$ cat src/rtl/gtx_pkg.sv
// Shared definitions for the GTX receive link framer: comma symbol, FSM states, defaults.
package gtx_pkg;

    localparam logic [7:0] K28_5        = 8'hBC;
    localparam int         LOCK_CNT_DEF = 4;
    localparam int         ERR_MAX_DEF  = 4;

    typedef enum logic [1:0] {
        HUNT   = 2'd0,
        CHECK  = 2'd1,
        LOCKED = 2'd2
    } state_e;

    function automatic logic [15:0] sat_inc16(input logic [15:0] v);
        return (v == 16'hFFFF) ? v : v + 16'd1;
    endfunction

endpackage

$ cat src/rtl/gtx_lane_align.sv
// Byte-lane realignment: both lane candidates are registered every cycle and lane_i picks one,
// so a lane change in HUNT takes effect without losing the word already in flight.
module gtx_lane_align (
    input  logic        clk_i,
    input  logic        rst_n_i,
    input  logic        lane_i,
    input  logic [15:0] data_i,
    input  logic [1:0]  ctrl_i,
    output logic [15:0] data_o,
    output logic [1:0]  ctrl_o
);

    logic [7:0]  hi_q;
    logic        khi_q;
    logic [15:0] w0_q;
    logic [1:0]  k0_q;
    logic [15:0] w1_q;
    logic [1:0]  k1_q;

    always_ff @(posedge clk_i or negedge rst_n_i) begin
        if (!rst_n_i) begin
            hi_q  <= '0;
            khi_q <= 1'b0;
            w0_q  <= '0;
            k0_q  <= '0;
            w1_q  <= '0;
            k1_q  <= '0;
        end else begin
            hi_q  <= data_i[15:8];
            khi_q <= ctrl_i[1];
            w0_q  <= data_i;
            k0_q  <= ctrl_i;
            // lane 1: previous high byte becomes the low byte of the aligned word
            w1_q  <= {data_i[7:0], hi_q};
            k1_q  <= {ctrl_i[0], khi_q};
        end
    end

    assign data_o = lane_i ? w1_q : w0_q;
    assign ctrl_o = lane_i ? k1_q : k0_q;

endmodule

$ cat src/rtl/gtx_link_rx.sv
// 8b/10b receive framer: aligns the comma lane, checks {W0,W1} frames and tracks link lock.
// Frame evaluation happens one cycle after alignment; outputs follow one cycle later.
module gtx_link_rx
    import gtx_pkg::*;
#(
    parameter int DATA_WIDTH = 1,
    parameter int LOCK_CNT   = LOCK_CNT_DEF,
    parameter int ERR_MAX    = ERR_MAX_DEF
) (
    input  logic                  clk_i,
    input  logic                  rst_n_i,
    input  logic [1:0]            ctrl_i,
    input  logic [15:0]           data_i,
    output logic [DATA_WIDTH-1:0] data_o,
    output logic                  valid_o,
    output logic                  link_up_o,
    output logic [15:0]           err_cnt_o,
    output logic                  lane_o
);

    localparam int GW = $clog2(LOCK_CNT + 1);
    localparam int EW = $clog2(ERR_MAX + 1);
    localparam logic [GW-1:0] LOCK_LAST = GW'(LOCK_CNT - 1);
    localparam logic [EW-1:0] ERR_LAST  = EW'(ERR_MAX - 1);

    state_e                state_q, state_d;
    logic                  lane_q, lane_d;
    logic                  exp_w1_q, exp_w1_d;
    logic                  first_q, first_d;
    logic [7:0]            seq_q, seq_d;
    logic [7:0]            prev_seq_q, prev_seq_d;
    logic [GW-1:0]         good_cnt_q, good_cnt_d;
    logic [EW-1:0]         bad_cnt_q, bad_cnt_d;
    logic [15:0]           err_q, err_d;
    logic                  upd_q, upd_d;
    logic [DATA_WIDTH-1:0] pay_q;
    logic                  valid_q;
    logic [DATA_WIDTH-1:0] data_q;
    logic                  link_up_q;

    logic [15:0] aw;
    logic [1:0]  ak;
    logic        comma_lo, comma_hi, is_w0, w1_bad;
    logic        good_ev, bad_ev;

    gtx_lane_align u_align (
        .clk_i   (clk_i),
        .rst_n_i (rst_n_i),
        .lane_i  (lane_q),
        .data_i  (data_i),
        .ctrl_i  (ctrl_i),
        .data_o  (aw),
        .ctrl_o  (ak)
    );

    assign comma_lo = (ctrl_i == 2'b01) && (data_i[7:0]  == K28_5);
    assign comma_hi = (ctrl_i == 2'b10) && (data_i[15:8] == K28_5);
    assign is_w0    = (ak == 2'b01) && (aw[7:0] == K28_5);
    assign w1_bad   = (ak != 2'b00)
                   || (aw[15:8] != (aw[7:0] ^ seq_q))
                   || (!first_q && (seq_q != 8'(prev_seq_q + 8'd1)));

    always_comb begin
        state_d    = state_q;
        lane_d     = lane_q;
        exp_w1_d   = exp_w1_q;
        first_d    = first_q;
        seq_d      = seq_q;
        prev_seq_d = prev_seq_q;
        good_cnt_d = good_cnt_q;
        bad_cnt_d  = bad_cnt_q;
        err_d      = err_q;
        upd_d      = 1'b0;
        good_ev    = 1'b0;
        bad_ev     = 1'b0;

        case (state_q)
            HUNT: begin
                if (comma_lo) begin
                    lane_d = 1'b0;
                end else if (comma_hi) begin
                    lane_d = 1'b1;
                end
                if (is_w0) begin
                    state_d    = CHECK;
                    seq_d      = aw[15:8];
                    exp_w1_d   = 1'b1;
                    first_d    = 1'b1;
                    good_cnt_d = '0;
                    bad_cnt_d  = '0;
                end
            end
            CHECK, LOCKED: begin
                if (exp_w1_q) begin
                    exp_w1_d = 1'b0;
                    good_ev  = !w1_bad;
                    bad_ev   = w1_bad;
                end else if (is_w0) begin
                    seq_d    = aw[15:8];
                    exp_w1_d = 1'b1;
                end else begin
                    bad_ev = 1'b1;
                end
            end
            default: state_d = HUNT;
        endcase

        if (good_ev) begin
            prev_seq_d = seq_q;
            first_d    = 1'b0;
            bad_cnt_d  = '0;
            if (state_q == LOCKED) begin
                upd_d = 1'b1;
            end else if (good_cnt_q == LOCK_LAST) begin
                state_d = LOCKED;
                upd_d   = 1'b1;
            end else begin
                good_cnt_d = good_cnt_q + GW'(1);
            end
        end

        if (bad_ev) begin
            if (state_q == LOCKED) begin
                err_d = sat_inc16(err_q);
                if (bad_cnt_q == ERR_LAST) begin
                    state_d = HUNT;
                end else begin
                    bad_cnt_d = bad_cnt_q + EW'(1);
                end
            end else begin
                state_d = HUNT;
            end
        end
    end

    always_ff @(posedge clk_i or negedge rst_n_i) begin
        if (!rst_n_i) begin
            state_q    <= HUNT;
            lane_q     <= 1'b0;
            exp_w1_q   <= 1'b0;
            first_q    <= 1'b0;
            seq_q      <= '0;
            prev_seq_q <= '0;
            good_cnt_q <= '0;
            bad_cnt_q  <= '0;
            err_q      <= '0;
            upd_q      <= 1'b0;
            pay_q      <= '0;
        end else begin
            state_q    <= state_d;
            lane_q     <= lane_d;
            exp_w1_q   <= exp_w1_d;
            first_q    <= first_d;
            seq_q      <= seq_d;
            prev_seq_q <= prev_seq_d;
            good_cnt_q <= good_cnt_d;
            bad_cnt_q  <= bad_cnt_d;
            err_q      <= err_d;
            upd_q      <= upd_d;
            if (upd_d) begin
                pay_q <= aw[DATA_WIDTH-1:0];
            end
        end
    end

    // Output stage: the extra register lines valid_o up with link_up_o
    always_ff @(posedge clk_i or negedge rst_n_i) begin
        if (!rst_n_i) begin
            valid_q   <= 1'b0;
            data_q    <= '0;
            link_up_q <= 1'b0;
        end else begin
            valid_q   <= upd_q;
            link_up_q <= (state_q == LOCKED);
            if (upd_q) begin
                data_q <= pay_q;
            end
        end
    end

    assign data_o    = data_q;
    assign valid_o   = valid_q;
    assign link_up_o = link_up_q;
    assign err_cnt_o = err_q;
    assign lane_o    = lane_q;

endmodule

$ cat config.mk
export PLATFORM = sky130hd
export DESIGN_NAME = gtx_link_rx
export DESIGN_NICKNAME = d
export VERILOG_FILES = /design/src/rtl/gtx_pkg.sv /design/src/rtl/gtx_lane_align.sv /design/src/rtl/gtx_link_rx.sv
export SDC_FILE = /design/constraint.sdc
export NUM_CORES = 1
export LEC_CHECK = 0
export ABC_AREA = 1
export CORE_MARGIN = 2
export CORE_UTILIZATION = 40
export DETAILED_ROUTE_END_ITERATION = 7
export PLACE_DENSITY_LB_ADDON = 0.12
export SKIP_LAST_GASP = 1
export SLEW_MARGIN = 30
export SYNTH_ARGS = -nofsm -noshare
export SYNTH_HDL_FRONTEND = slang
export SYNTH_HIERARCHICAL = 1
export SYNTH_SLANG_ARGS = --single-unit
$ cat constraint.sdc
create_clock -name clk_i -period 2.3 [get_ports clk_i]
set_input_delay 0.23 -clock clk_i [delete_from_list [all_inputs] [get_ports clk_i]]
set_output_delay 0.23 -clock clk_i [all_outputs]
set_load 0.02 [all_outputs]
* Word level (Yosys, flattened, before mapping)
Index checks and enable logic that the tools add are counted.
Storage, ports and cells: flip-flop bits (word level) 93, input bits 20, output and inout bits 20
Operators by class: add/sub/neg operators 4, equal/unequal tests 15, muxes and demuxes 40, bitwise operators 2, reductions and logical operators 20
Operators with widths (number):
- 2-to-1 mux 3 bit | 11
- == test 8 bit, second input constant | 3
- adder 16 x 1 -> 16 bit, second input constant | 1
- == test 16 bit, second input constant | 1
- 2-to-1 mux 16 bit | 1
- 2-to-1 mux 2 bit | 8
- 2-to-1 mux 8 bit | 2
- != test 8 bit | 2
- case mux 8 bit (2 select lines) | 1
- 2-to-1 mux 1 bit | 15
- nonzero test 2 bit | 5
- adder 8 x 1 -> 8 bit, second input constant | 1
- AND reduction 2 bit | 4
- bitwise XOR 8 bit | 1
- adder 3 x 1 -> 3 bit, second input constant | 2
- == test 2 x 1 -> 1 bit, second input constant | 3
- == test 3 x 2 -> 1 bit, second input constant | 2
- == test 2 bit, second input constant | 2
- logical AND 1 bit | 4
- != test 2 bit, second input constant | 2
- case mux 2 bit (2 select lines) | 1
- AND reduction 3 bit | 1
- zero test 1 bit | 2
- zero test 2 bit | 1
- 4 further kinds | 5

* Longest topological paths before layout
Gate-level depths: netlist (run 1).
depth after elaboration 12, gate-level depth with buffers 19, gate-level depth less buffers 17

* Hierarchy
The synthesis (run 1) kept the hierarchy.
By module, submodules not included:
- gtx_link_rx | instances 1, cells an instance 470, area each 3325.7 µm², seq. area each 1201.2 µm²
- gtx_lane_align | instances 1, cells an instance 85, area each 935.9 µm², seq. area each 675.6 µm²

* Least setup slack after synthesis (run 1)
No wires, ideal clock.
kind flip-flop to flip-flop, start register lane_q, in the netlist lane_o, end register first_q, data arrival time 2148 ps, slack 32 ps, cell stages (with the launch flop) 16, clock period less this slack 2268 ps, cell sequence dfrtp_1 buf_6 inv_8 buf_8 nand2_1 nand2_1 or2_1 nand3_2 nand2_1 nor2_1 nand3_1 nor2_4 nand3_4 buf_6 o21ai_0 inv_1
On the way: word-level cells in the longest chain between the ends 10
Ends and longest elaborated chain:
- start: declaration | RTL line gtx_link_rx.sv:27 | logic lane_q, lane_d;
- start signal: assignment | RTL line gtx_link_rx.sv:151 | lane_q <= lane_d;
- 2-to-1 mux 16 bit (*) | RTL line gtx_lane_align.sv:39 | assign data_o = lane_i ? w1_q : w0_q;
- named net aw[6] | RTL line gtx_link_rx.sv:41 | logic [15:0] aw;
- bitwise XOR 8 bit | RTL line gtx_link_rx.sv:60 | || (aw[15:8] != (aw[7:0] ^ seq_q))
- != test 8 bit | RTL line gtx_link_rx.sv:60
- logical OR 1 bit | RTL line gtx_link_rx.sv:60
- logical OR 1 bit | RTL line gtx_link_rx.sv:61 | || (!first_q && (seq_q != 8'(prev_seq_q + 8'd1)));
- zero test 1 bit | RTL line gtx_link_rx.sv:96 | good_ev = !w1_bad;
- 2-to-1 mux 1 bit | RTL line gtx_link_rx.sv:94 | if (exp_w1_q) begin
- 2-to-1 mux 1 bit | RTL line gtx_link_rx.sv:77 | case (state_q)
- nonzero test 2 bit (no line)
- AND reduction 2 bit (no line)
- end signal: assignment | RTL line gtx_link_rx.sv:153 | first_q <= first_d;
- end: declaration | RTL line gtx_link_rx.sv:29 | logic first_q, first_d;
The timed path passes the listed nets; every way through them passes the cells marked *. A chain may end at the register's enable or synchronous reset.

* Worst setup path in the final report (run 1)
Ends and elaborated chain as after synthesis.

==> summary.md, run 1 <==
| Metric | Value |
|---|---|
| Final setup violation count | `0` |
| DRT Pass-1 Iters | `4` |
| Mapped Area | `between 4000 and 5000 sq um` |
| Post-synth EDFFs | `0` |
| Synth warnings | `6` |
| Top cells by area, synth | `dfrtp_1 (44%), nand2_1 (19%), inv_1 (5.3%)` |
| Top cells by count, synth | `nand2_1 (212), dfrtp_1 (75), inv_1 (60)` |
| Status | `finished, final reports clean` |
| Worst-path fanout max | `13` |
| # diodes | `0` |
| Crit share post-route | `0.9571` |
| Routability cong. | `roughly 0.88` |
| Layout cell share with drive strength beyond 1 | `0.1290` |
| Final Skew | `around 0.01 ns` |
| Top-area cell type share of the netlist area | `0.4404` |
| Clock Latency Late Sink | `0.36 ns` |
| Clk network pwr share | `0.376` |
| Synth-to-layout area growth | `20.46%` |
| Wire length per cell | `about 13 um` |
| First-pass GRT wire length | `about 16 mm` |
| Vias in the first global route | `roughly 3.4k` |
| Switch share | `0.2733` |
| MaxCap Viol Count | `0` |
| Number of remaining DRC errors | `0` |
| Initial Utilization | `0.4128` |
| Leak | `about 0.0026 uW` |
| Post-synth top area cell | `dfrtp_1` |
| Overflow after GRT | `0` |
| Detailed-route via count | `between 3k and 4k` |
| CTS tree | `done` |
| Worst path top cell family by delay | `simple AND/OR/NAND/NOR gates` |
| Top FF cell, synth | `dfrtp_1` |
| Mapped Avg Cell Area | `approximately 7.7 sq um` |
| DP Wirelength | `between 7 and 8 mm` |
| VDD IR-drop max | `0.0003305 V` |
| Sequential share of power | `0.542` |
| Initial antenna violation count | `0` |
| Die Ht | `between 100 and 150 um` |
| Largest net degree at the start of global routing | `38` |
| CORE AREA | `between 10000 and 15000 sq um` |
| Fmax | `454.2 MHz` |
| Final core utilization | `0.4973` |
| WL final | `roughly 9.5 mm` |
| Syn nets | `581` |
| Avg Vias per Cell | `between 4 and 5` |
| CTS Sinks | `between 70 and 80` |
| CP bufs+invs | `3` |
| Overall die area | `11500 sq um` |
| Layout filler cell count | `just under 1k` |
| Min Tclk post-route | `2.201 ns` |
| Root Buffer | `clkbuf_8` |
| Max Slew Vio Count | `0` |
| Die W | `107.2 um` |
| H-tree depth | `3` |
| Kind of critical path | `flop to flop` |
| Hold slack | `about 0.33 ns` |
| Pint | `approximately 1800 uW` |
| Asr flop ratio synth | `1.000` |
| Clock buffer depth | `2` |
| Psw | `690.1 uW` |
| Worst EP required | `about 2.6 ns` |
| Combinational Power Share | `0.083` |
| CP max stage cell | `dfrtp_2` |
| #FFs+latches synth | `75` |
| I/O pin total | `40` |
| CP max stage delay | `around 0.46 ns` |
| Worst-margin pin slew | `a little under 0.5 ns` |
| Seq/Total Area, Yosys | `0.4404` |
| Syn Inst Count | `555` |
| Port buffer count | `39` |
| Post-DRT Antenna Nets | `0` |
| Slew headroom | `0.6731` |
| Arr. time, crit path | `around 2.5 ns` |
| All-Layer GR Usage | `0.1782` |
| Startpoint Class | `flop` |
| Min-Delay Path Class | `input pin to flop` |
| Cell variety after synth | `40` |
| Clock transition at path regs | `roughly 0.080 ns` |
| RSZ-0062 raised after global routing | `true` |
| Fin. Hold Viols | `0` |
| Core Rows | `37` |
| Nets | `641` |
| Most frequent cell after synthesis | `nand2_1` |
| TritonCTS buffer count | `9` |
| CP endpoint kind | `flop` |
| Initial DRC Count | `around 170` |
| Worst path cell trace | `buf_4 -> nand2_1 -> nand2_2 -> or2_1 -> nand3_2 -> nand2_1 -> nor2_1 -> nand3_2 -> nor2_4 -> nand3_4 -> buf_12 -> o21ai_0 -> inv_1` |
| Pwr/cell area | `491.9 nW/um^2` |
-- layout by cell type, fill, tap and decap left out, drive strengths merged --
cell type        n
clkinvlp         1
or2              3
nand4           29
nor2            41
xor2            10
o21ai           25
clkinv           4
nand3           36
o31ai            1
o211ai           1
nor4             2
nor3             7
mux2i            2
a21oi            8
nand2          221
clkbuf           9
ha               6
dlygate4sd3      1
xnor2           10
inv             68
buf             19
mux2             2
clkdlybuf4s50   38
dfrtp           75
and3             1
-- timing repair --
| item | 4_1_cts | 5_1_grt |
|---|---|---|
| endpoints found under the setup margin | 0 | 35 |
| endpoints found under the hold margin | 34 | 0 |
| gates resized for setup | 0 | 13 |
| hold buffers | 1 | 0 |
| buffers inserted | 0 | 6 |
-- state kept, by name, indices dropped and copies added, names as in the netlist, 2 cells and up --
signal and count:
state_q 2, good_cnt_q 3, u_align/w1_q 15, u_align/k0_q 2
seq_q 8, bad_cnt_q 3, prev_seq_q 8, u_align/w0_q 8
err_cnt_o 16
-- cell type report --
cell class	count	area, sq um	share of cell area
clock buffers	9	123.9	0.02413
repair buffers	58	565.5	0.1102
multi-input cells	405	2079	0.4051
inverters	66	256.5	0.04996
flip-flops and latches	75	1878	0.3658
clock inverters	7	60.06	0.01170
well taps	136	170.2	0.03315
-- stage by stage --
stage	TNS, ns	cell area [sq um]	setup WS (ns)	cells	power (uW)
floorplan	0	4262	0.03211	555	1496
global placement	0	4836	0.04810	732	1596
detailed placement	0	4836	0.03348	732	1599
CTS	0	5030	0.01881	749	2556
global route	-0.1834	5134	-0.06820	756	2652
finish	0	5134	0.09856	756	2525
-- layer usage --
metal	global-route usage	up-vias	part of all wire
li1	-	1898	-
met1	0.2659	1666	0.51
met2	0.2536	75	0.43
met3	0.03647	13	0.049
met4	0.06586	0	0.015
met5	0	-	0
-- logic make-up (layout without fill, tap and decap cells) --
logic type	after synthesis	after routing	synth area share
multiplexers	4	4	0.009982
AND/OR/NAND/NOR	339	340	0.3582
XOR/XNOR	20	20	0.04110
flip-flops	75	75	0.4404
AO/OA/AOI/OAI	35	35	0.04932
buffers and inverters	76	140	0.08338
adder cells (fa/ha/maj)	6	6	0.01762
-- power by group through the flow --
stage	Clock (uW)	Combinational (uW)	Sequential (uW)
after floorplan	0	107	1390
after global placement	0	202	1390
after detailed placement	0	204	1390
after CTS	982	206	1370
after global routing	1040	238	1370
final	949	208	1370
-- worst paths after layout --
| check | cells past startpoint | to | slack, ns | from |
|---|---|---|---|---|
| setup / recovery | 13 | first_q$_DFFE_PN0P_ | 0.1 | lane_o$_DFFE_PN0P_ |
| hold / removal | 1 | u_align/w0_q[9]$_DFF_PN0_ | 0.33 | data_i[9] |
| setup reg to reg | 13 | first_q$_DFFE_PN0P_ | 0.1 | lane_o$_DFFE_PN0P_ |
| hold reg to reg | 0 | u_align/k1_q[0]$_DFF_PN0_ | 0.38 | u_align/k0_q[1]$_DFF_PN0_ |
| max in group asynchronous | 3 | bad_cnt_q[1]$_DFF_PN0_ | 1.31 | rst_n_i |
| min in group asynchronous | 2 | prev_seq_q[4]$_DFFE_PN0P_ | 0.38 | rst_n_i |
No activity file was read; power rests on OpenSTA's default activity.
==> run 2, diff against run 1 <==
CORE_MARGIN = unset   (was 2)
==> summary.md, run 2 (synthesized netlist as in run 1, its figures left out) <==
| Metric | Value |
|---|---|
| Status | `finished, final reports clean` |
| Nets | `648` |
| Root Buffer | `clkbuf_8` |
| Multi-input combinational cell area | `2151 sq um` |
| Worst EP required | `~2.6 ns` |
| Pint | `1838 uW` |
| Core Rows | `37` |
| Avg Vias per Cell | `4.885` |
| Most common cell after layout, fill and taps aside | `nand2_1` |
| MaxCap Viol Count | `0` |
| Hold wc startpoint | `data_i[6]` |
| CORE AREA | `10320 sq um` |
| Kind of critical path | `flop to flop` |
| TritonCTS buffer count | `9` |
| Vias in the first global route | `approximately 3.5k` |
| Detailed-route via count | `around 3.7k` |
| Post-DRT Antenna Nets | `0` |
| Psw | `about 700 uW` |
| Initial antenna violation count | `0` |
| Fmax | `~460 MHz` |
| Register area | `1878 sq um` |
| Overflow after GRT | `0` |
| Slew headroom | `0.6344` |
| CP max stage delay | `roughly 0.49 ns` |
| Final core utilization | `0.5123` |
| Final setup violation count | `0` |
| Dpl ws | `-0.008230 ns` |
| Sum of negative setup slack | `0 ns` |
| Clock Latency Late Sink | `0.37 ns` |
| Largest net degree at the start of global routing | `41` |
| Critical path destination | `first_q$_DFFE_PN0P_` |
| Min-Delay Path Class | `input pin to flop` |
| Pwr/cell area | `around 480 nW/um^2` |
| Routability cong. | `about 0.9` |
| Min Tclk post-route | `around 2.2 ns` |
| Clock transition at path regs | `0.08 ns` |
| First-pass GRT wire length | `between 15 and 20 mm` |
| Combinational Power Share | `0.092` |
| Arr. time, crit path | `roughly 2.4 ns` |
| Worst-margin pin slew | `0.5485 ns` |
| Initial Utilization | `0.4128` |
| Reg2reg setup slack | `approximately 0.12 ns` |
| Clock buffer depth | `2` |
| Wire length per cell | `between 10 and 15 um` |
| Most frequent cells in the layout | `nand2_1 (193), dfrtp_1 (74), inv_1 (53), clkdlybuf4s50_1 (38), nor2_1 (34)` |
| # diodes | `0` |
| RSZ-0062 raised after global routing | `true` |
| Reg2Reg Depth | `13` |
| Die W | `roughly 110 um` |
| Placement Cell Area | `between 4000 and 5000 sq um` |
| Port buffer count | `39` |
| CTS Sinks | `75` |
| Leak | `~0.0026 uW` |
| Crit share post-route | `0.9499` |
| Clk network pwr share | `0.367` |
| Max Slew Vio Count | `0` |
| CTS tree | `done` |
| Max reg flops | `16` |
| I/O pin total | `40` |
| WL final | `~10 mm` |
| DP Wirelength | `7.074 mm` |
| Switch share | `0.2739` |
| Layout filler cell count | `between 1k and 1.5k` |
| Startpoint Class | `flop` |
| Layout cell share with drive strength beyond 1 | `0.1837` |
| CP max stage cell | `dfrtp_2` |
| Hold slack | `about 0.33 ns` |
| Die Ht | `about 110 um` |
| Sequential share of power | `0.540` |
| VDD IR-drop max | `between 0.0003 and 0.0004 V` |
| Worst flop-to-flop path endpoint | `first_q$_DFFE_PN0P_` |
| Synth-to-layout area growth | `24.10%` |
| All-Layer GR Usage | `0.1888` |
| Number of remaining DRC errors | `0` |
| Fin area | `approximately 5300 sq um` |
| Critical path startpoint | `lane_o$_DFFE_PN0P_` |
| CP endpoint kind | `flop` |
| H-tree depth | `3` |
| DRT Pass-1 Iters | `4` |
| Post-layout worst setup margin | `between 0.1 and 0.15 ns` |
| Fin. Hold Viols | `0` |
| Final Skew | `0.02213 ns` |
| Overall die area | `around 11000 sq um` |
| Critical R2R Launch | `lane_o$_DFFE_PN0P_` |
| Worst path cell trace | `buf_8 -> nand2_1 -> nand2_2 -> inv_1 -> nand2_1 -> nand3_1 -> and3_4 -> nand3_2 -> nor2_4 -> nand3_4 -> buf_12 -> o21ai_0 -> inv_1` |
| Worst-path fanout max | `7` |
| Initial DRC Count | `163` |
==> run 2: cell count changes in the layout (fill, tap and decap cells not counted), moves of 3 or more <==
cell / previous run / this run
nand2_2: 11 / 24
nor2_1: 38 / 34
nand2_1: 208 / 193
nor2_2: 1 / 4
inv_2: 5 / 10
inv_1: 59 / 53
inv_4: 0 / 3
buf_6: 0 / 3
==> run 2: power by group through the flow <==
stage	sequential, uW	combinational [uW]	clock, uW
2_1_floorplan	1390	107	0
3_3_place_gp	1390	206	0
3_5_place_dp	1390	209	0
4_1_cts	1370	211	964
5_1_grt	1370	265	1020
6_report	1370	234	930
==> run 2: layout make-up <==
type,instances,share of cell area
clock buffer,9,0.02342
clock inverter,6,0.008990
inverter,66,0.04921
multi-input combinational,405,0.4067
sequential,75,0.3551
tap,136,0.03217
timing repair buffer,64,0.1233
timing repair inverter,1,0.001183
==> run 2: through the flow <==
stage                     std cells  total power (uW)
after floorplan                 555              1496
after global placement          733              1598
after detailed placement        733              1602
after CTS                       749              2542
after global routing            762              2654
final                           762              2531
==> run 2: critical path: cells and delay by family, from the launching register on <==
family                 cells  cell delay (ns)
AO/OA/AOI/OAI              1             0.06
flip-flops                 1             0.49
AND/OR/NAND/NOR            8             1.01
buffers and inverters      4             0.50
==> run 2: what timing repair did <==
action / in CTS / in global routing
endpoints found under the setup margin: 4 / 34
setup buffers: 0 / 10
pin swaps: 0 / 17
gates resized for setup: 1 / 53
endpoints found under the hold margin: 38 / 0
hold buffers: 1 / 0
gates cloned: 0 / 3
==> run 2: worst min-delay path by stage <==
stage	end	slack, ns	depth (start not counted)
global route	u_align/hi_q[7]$_DFF_PN0_	0.32	1
finish	u_align/w1_q[14]$_DFF_PN0_	0.33	1
detailed placement	prev_seq_q[2]$_DFFE_PN0P_	0.27	1
CTS	u_align/w1_q[14]$_DFF_PN0_	0.31	1
global placement	prev_seq_q[6]$_DFFE_PN0P_	0.27	1
floorplan	bad_cnt_q[0]$_DFF_PN0_	-0.07	0
==> run 2: metal layers <==
metal | global-route usage | vias up | routed length [um] | share of wire
li1 | - | 1907 | - | -
met1 | 0.2717 | 1740 | 4956 | 0.50
met2 | 0.2773 | 63 | 4527 | 0.45
met3 | 0.04205 | 12 | 352 | 0.035
met4 | 0.06841 | 0 | 118 | 0.012
met5 | 0 | - | 0 | 0
